`config.mk`:
```
export PLATFORM = sky130hd
export DESIGN_NAME = mac_rx_buf_ctrl
export DESIGN_NICKNAME = d
export VERILOG_FILES = /design/src/rtl/mac_rx_buf_ctrl.sv
export SDC_FILE = /design/constraint.sdc
export NUM_CORES = 1
export LEC_CHECK = 0
export CAP_MARGIN = 10
export CORE_ASPECT_RATIO = 1.1
export CORE_MARGIN = 2
export CORE_UTILIZATION = 50
export CTS_CLUSTER_DIAMETER = 30
export DETAILED_ROUTE_END_ITERATION = 16
export GPL_TIMING_DRIVEN = 1
export PLACE_DENSITY = 0.72
export SYNTH_ARGS = -nofsm -noshare
export SYNTH_HDL_FRONTEND = slang
export SYNTH_SLANG_ARGS = --single-unit
```
`constraint.sdc`:
```
create_clock -name CLK -period 3.6 [get_ports CLK]
set_clock_uncertainty 0.05 [all_clocks]
set_input_delay 0.54 -clock CLK [delete_from_list [all_inputs] [get_ports CLK]]
set_output_delay 0.54 -clock CLK [all_outputs]
set_load 0.01 [all_outputs]
```
`src/rtl/mac_rx_buf_ctrl.sv`:
```
// Receive frame buffer controller: writes incoming bytes into a circular RAM,
// commits good frames as length descriptors and streams them out to the host.
module mac_rx_buf_ctrl #(
   parameter int ADDR_W     = 11,
   parameter int DESC_DEPTH = 4
) (
   input  logic              CLK,
   input  logic              RESET,
   input  logic              FRM_START,
   input  logic              WR_EN,
   input  logic [7:0]        WR_DATA,
   input  logic              FRM_GOOD,
   input  logic              FRM_BAD,
   output logic              RAM_WE,
   output logic [ADDR_W-1:0] RAM_WADDR,
   output logic [7:0]        RAM_WDATA,
   output logic [ADDR_W-1:0] RAM_RADDR,
   input  logic [7:0]        RAM_RDATA,
   output logic              RDONE,
   output logic              FRM_AVAIL,
   output logic [11:0]       FRM_LEN,
   input  logic              RD_START,
   output logic              RD_VALID,
   output logic [7:0]        RD_DATA,
   output logic              RD_LAST,
   output logic [7:0]        OVF_CNT
);

   localparam int PW = ADDR_W + 1;
   localparam int DW = $clog2(DESC_DEPTH);
   localparam logic [PW-1:0] BUF_SIZE  = PW'(1) << ADDR_W;
   localparam logic [DW:0]   DESC_FULL = (DW+1)'(DESC_DEPTH);

   typedef enum logic [1:0] {W_IDLE, W_FILL, W_DISC} w_state_t;
   typedef enum logic {R_IDLE, R_RUN} r_state_t;

   w_state_t w_state, w_next;
   r_state_t r_state, r_next;

   logic [PW-1:0] wr_ptr, frm_base, rd_base, rd_ptr;
   logic [11:0]   len, rd_remain;
   logic [11:0]   desc_mem [DESC_DEPTH];
   logic [DW-1:0] desc_wp, desc_rp;
   logic [DW:0]   desc_cnt;

   logic buf_full, end_evt, commit, rewind, begin_frm, drop_start, byte_wr, byte_ovf;
   logic rd_go, rd_issue, rd_final;

   // The buffer is full when the writer is a whole RAM ahead of the oldest unread frame.
   assign buf_full = ((wr_ptr - rd_base) == BUF_SIZE);

   always_ff @(posedge CLK or negedge RESET) begin
      if (!RESET) begin
         w_state <= W_IDLE;
         r_state <= R_IDLE;
      end else begin
         w_state <= w_next;
         r_state <= r_next;
      end
   end

   // An end event is resolved before a coincident start, so the start sees the post-commit FIFO level.
   always_comb begin
      w_next     = w_state;
      end_evt    = 1'b0;
      commit     = 1'b0;
      rewind     = 1'b0;
      begin_frm  = 1'b0;
      drop_start = 1'b0;
      byte_wr    = 1'b0;
      byte_ovf   = 1'b0;
      case (w_state)
         W_FILL: begin
            if (FRM_GOOD || FRM_BAD) begin
               end_evt = 1'b1;
               w_next  = W_IDLE;
               if (FRM_GOOD && len != 12'd0) commit = 1'b1;
               else                          rewind = 1'b1;
            end else if (FRM_START) begin
               rewind = 1'b1;
            end else if (WR_EN) begin
               if (buf_full) begin
                  byte_ovf = 1'b1;
                  rewind   = 1'b1;
                  w_next   = W_DISC;
               end else begin
                  byte_wr = 1'b1;
               end
            end
         end
         W_DISC: begin
            if (FRM_GOOD || FRM_BAD) begin
               end_evt = 1'b1;
               w_next  = W_IDLE;
            end
         end
         default: ;
      endcase
      if (FRM_START) begin
         if ((desc_cnt + (DW+1)'(commit)) == DESC_FULL) begin
            drop_start = 1'b1;
            w_next     = W_DISC;
         end else begin
            begin_frm = 1'b1;
            w_next    = W_FILL;
         end
      end
   end

   always_comb begin
      RAM_WE    = byte_wr;
      RAM_WADDR = wr_ptr[ADDR_W-1:0];
      RAM_WDATA = WR_DATA;
   end

   always_comb begin
      r_next = r_state;
      case (r_state)
         R_IDLE:  if (RD_START && desc_cnt != '0) r_next = R_RUN;
         R_RUN:   if (rd_remain == 12'd1) r_next = R_IDLE;
         default: r_next = R_IDLE;
      endcase
   end

   always_comb begin
      FRM_AVAIL = (desc_cnt != '0) && (r_state == R_IDLE);
      FRM_LEN   = (desc_cnt != '0) ? desc_mem[desc_rp] : 12'd0;
      rd_go     = RD_START && FRM_AVAIL;
      rd_issue  = (r_state == R_RUN);
      rd_final  = rd_issue && (rd_remain == 12'd1);
      RAM_RADDR = rd_ptr[ADDR_W-1:0];
      RD_DATA   = RAM_RDATA;
   end

   always_ff @(posedge CLK or negedge RESET) begin
      if (!RESET) begin
         wr_ptr    <= '0;
         frm_base  <= '0;
         len       <= '0;
         rd_base   <= '0;
         rd_ptr    <= '0;
         rd_remain <= '0;
         desc_wp   <= '0;
         desc_rp   <= '0;
         desc_cnt  <= '0;
         OVF_CNT   <= '0;
         RDONE     <= 1'b0;
         RD_VALID  <= 1'b0;
         RD_LAST   <= 1'b0;
      end else begin
         if (rewind)       wr_ptr <= frm_base;
         else if (byte_wr) wr_ptr <= wr_ptr + PW'(1);
         if (begin_frm) begin
            frm_base <= rewind ? frm_base : wr_ptr;
            len      <= '0;
         end else if (byte_wr) begin
            len <= len + 12'd1;
         end
         if ((byte_ovf || drop_start) && OVF_CNT != 8'hFF) OVF_CNT <= OVF_CNT + 8'd1;
         RDONE <= end_evt;
         if (commit)   desc_wp <= desc_wp + DW'(1);
         if (rd_final) desc_rp <= desc_rp + DW'(1);
         desc_cnt <= desc_cnt + (DW+1)'(commit) - (DW+1)'(rd_final);
         if (rd_go) begin
            rd_remain <= FRM_LEN;
         end else if (rd_issue) begin
            rd_remain <= rd_remain - 12'd1;
            rd_ptr    <= rd_ptr + PW'(1);
         end
         if (rd_final) rd_base <= rd_ptr + PW'(1);
         RD_VALID <= rd_issue;
         RD_LAST  <= rd_final;
      end
   end

   always_ff @(posedge CLK) begin
      if (commit) desc_mem[desc_wp] <= len;
   end

endmodule

```
==> impl_metrics.json <==
{
  "p_comb_frac": 0.257,
  "fin_crit_ns": 3.52,
  "powerDensity_nw_per_um2": 591,
  "clk_path_buf_depth": 2,
  "root_buffer": "clkbuf_16",
  "antenna_found_initial": 0,
  "cts_buffers": 17,
  "pwr-share-clk": 0.367,
  "drv_slew": 0,
  "synth.area.top_cells": "dfrtp_1 31%, edfxtp_1 19%, ha_1 4.7%, buf_4 3.8%, mux4_2 3.6%",
  "first_pass_iters": 5,
  "hold_slack_ns": 0.169,
  "drive_gt1_frac": 0.145,
  "syn_area_per_cell_um2": 11.1,
  "cap_viol_max_count": 0,
  "routed_wl_um": 15700,
  "utilization": 0.601,
  "fmax_mhz": 284,
  "drc": 0,
  "die-area_um2": 15900,
  "ant_nets": 0,
  "cp.required_ns": 3.01,
  "gp_congestion": 0.870,
  "status": "completed",
  "area_delta_synth_final_pct": 17.1,
  "vias_per_cell": 5.71,
  "worstPathCellList": "ha_1 -> nand2_2 -> a211oi_4 -> buf_4 -> o211ai_4 -> or2_4 -> a32oi_4 -> o21ai_2 -> inv_1 -> dlygate4sd2_1",
  "worstSetupPathType": "register to output pin",
  "rows": 46,
  "clk_pin_slew_worst_paths_ns": 0.06,
  "slowest_delay_ns": 0.46,
  "power_switching_uw": 1550,
  "grt_overflow": 0,
  "synth_top_cell_by_area": "dfrtp_1",
  "ys.flop_type": "dfrtp_1",
  "coreArea_um2": 14500,
  "yosysSeqAreaShare": 0.506,
  "yosysTopAreaCellShare": 0.313,
  "synth_edf_count": 48,
  "syn_nets": 719,
  "synth_common_cells": "93 x dfrtp_1, 48 x edfxtp_1, 46 x nor2_1, 42 x nand2_1, 41 x a21oi_1",
  "path_buf_inv": 3,
  "wl_per_cell_um": 17.3,
  "numPortBuffers": 53,
  "cts.sinks": 141,
  "vias": 5179,
  "insertion_delay_ns": 0.42,
  "grt_pass1_wl_um": 25700,
  "power_leakage_uw": 0.00351,
  "hpwlAfterDp_um": 10800,
  "finalSetupViolations": 0,
  "grt_use_total": 0.207,
  "final_nets": 753,
  "cts_tree": "yes",
  "ys_seq_elements": 141,
  "cp_max_fo": 7,
  "hp-class": "input port to asynchronous set/reset pin",
  "finalCritPeriodShare": 0.979,
  "hold_viol_final": 0,
  "ys_types": 67,
  "max-vdd-ir-drop_mv": 0.312,
  "synthArstFlopShare": 0.660,
  "cp-start-kind": "register",
  "pre_cts_ws_ns": 0.173,
  "slowest_stage": "dfrtp_1",
  "die_width_um": 120,
  "switching_share": 0.301,
  "setup_slack_ns": 0.0758,
  "drtIter0Drc": 551,
  "cts-htree-levels": 4,
  "worst_slew_margin_rel": 0.382,
  "tightest_slew_ns": 0.926,
  "synth_most_common_cell": "dfrtp_1",
  "p_int_uw": 3600,
  "arrival_ns": 2.93,
  "synthCells": 668,
  "grt_pass1_vias": 5117,
  "io_pins": 86,
  "ys_warn_count": 0,
  "cts_hold_buf": 0,
  "initial_core_util": 0.513,
  "fp.dieH_um": 132,
  "path_delay_family": "compound AO/OA/AOI/OAI gates",
  "grt_start_max_net_pins": 67,
  "end_kind": "output pin",
  "diodes": 0,
  "netlist_area_um2": 7450,
  "p_seq_frac": 0.376
}
## worst reg2reg max path, stage by stage (launching register included)
cell and delay, ns:
dfrtp_1 0.46, ha_1 0.39, nand2_2 0.09, a211oi_4 0.30, buf_4 0.18, o211ai_4 0.11
or2_4 0.29, a32oi_4 0.23, buf_4 0.27, o2111ai_2 0.27, or4b_1 0.55, a21oi_1 0.16
## worst paths after layout
kind	to	slack, ns	from	cells after the start
min	frm_base[9]$_DFFE_PN0P_	0.17	RESET	1
min reg2reg	rd_remain[6]$_DFFE_PN0P_	0.43	rd_remain[6]$_DFFE_PN0P_	2
min in group CLK	rd_remain[6]$_DFFE_PN0P_	0.43	rd_remain[6]$_DFFE_PN0P_	2
max in group asynchronous	OVF_CNT[7]$_DFFE_PN0P_	2.61	RESET	2
max reg2reg	len[11]$_DFFE_PN0P_	0.18	wr_ptr[3]$_DFFE_PN0P_	11
max	RAM_WE	0.08	wr_ptr[3]$_DFFE_PN0P_	10
## what timing repair did
item | in CTS | in global routing
buffers inserted | 1 | 1
pin swaps | 1 | 3
setup endpoints to repair | 1 | 1
resized for setup | 12 | 4
cloned | 0 | 0
## cell families (layout without fill, tap and decap cells)
group                      Yosys count  after routing  synth area share
muxes                               31             31            0.0647
buffers and inverters               93            140            0.0664
and+or+nand+nor                    208            208             0.145
DFF                                141            141             0.506
AOI/OAI and AO/OA                  122            122             0.118
adders and majority gates           28             28            0.0471
xor gates and xnor gates            45             45            0.0529
## sequential cells by signal (all words and copies together) (netlist names), 8 cells and up
| name | cells |
|---|---|
| OVF_CNT | 8 |
| desc_mem | 48 |
| frm_base | 12 |
| len | 12 |
| rd_base | 12 |
| rd_ptr | 12 |
| rd_remain | 12 |
| wr_ptr | 12 |
## routing by layer
layer | vias to the layer above | track usage | routed length (µm)
met4 | 0 | 0.0730 | 241
met5 | - | 0 | 0
li1 | 2460 | - | -
met1 | 2535 | 0.266 | 6990
met2 | 156 | 0.339 | 7680
met3 | 28 | 0.0545 | 781
## final cells by class
type | count | area, µm²
flip-flops and latches | 141 | 3770
fillers | 1130 | 5780
clock buffers | 19 | 454
inverters | 34 | 128
multi-input cells | 434 | 3250
repair buffers | 74 | 684
well taps | 192 | 240
clock inverters | 13 | 189
## power groups by stage
stage / logic, µW / clock network [µW] / registers (µW)
3_3_place_gp: 1170 / 0 / 1950
3_5_place_dp: 1210 / 0 / 1950
6_report: 1330 / 1890 / 1940
4_1_cts: 1300 / 1910 / 1930
2_1_floorplan: 880 / 0 / 1920
5_1_grt: 1450 / 1980 / 1950
## stage by stage
stage          cell area, µm²   TNS, ns  instances  total power (µW)
2_1_floorplan            7450         0        668              2810
3_5_place_dp             7990         0        873              3160
3_3_place_gp             7990         0        873              3120
4_1_cts                  8700         0        906              5140
6_report                 8720         0        907              5150
5_1_grt                  8720  -0.00688        907              5390
## placed cells by master, fill, tap and decap left out, drive strengths merged, types with 5 or more instances in the layout
| cell type | instances |
|---|---|
| or3 | 8 |
| nor3 | 10 |
| edfxtp | 48 |
| ha | 28 |
| nor2b | 16 |
| nand2 | 43 |
| and2 | 5 |
| xnor2 | 24 |
| dfrtp | 93 |
| mux4 | 12 |
| clkinv | 6 |
| clkbuf | 19 |
| and3 | 26 |
| clkdlybuf4s50 | 51 |
| mux2 | 17 |
| o211ai | 15 |
| nor2 | 46 |
| a21oi | 41 |
| buf | 22 |
| xor2 | 21 |
| o21ai | 17 |
| a211oi | 6 |
| nand4 | 6 |
| inv | 35 |
| nand2b | 7 |
| o31ai | 6 |
| nand3 | 20 |
(Power assumes the default switching activity.)
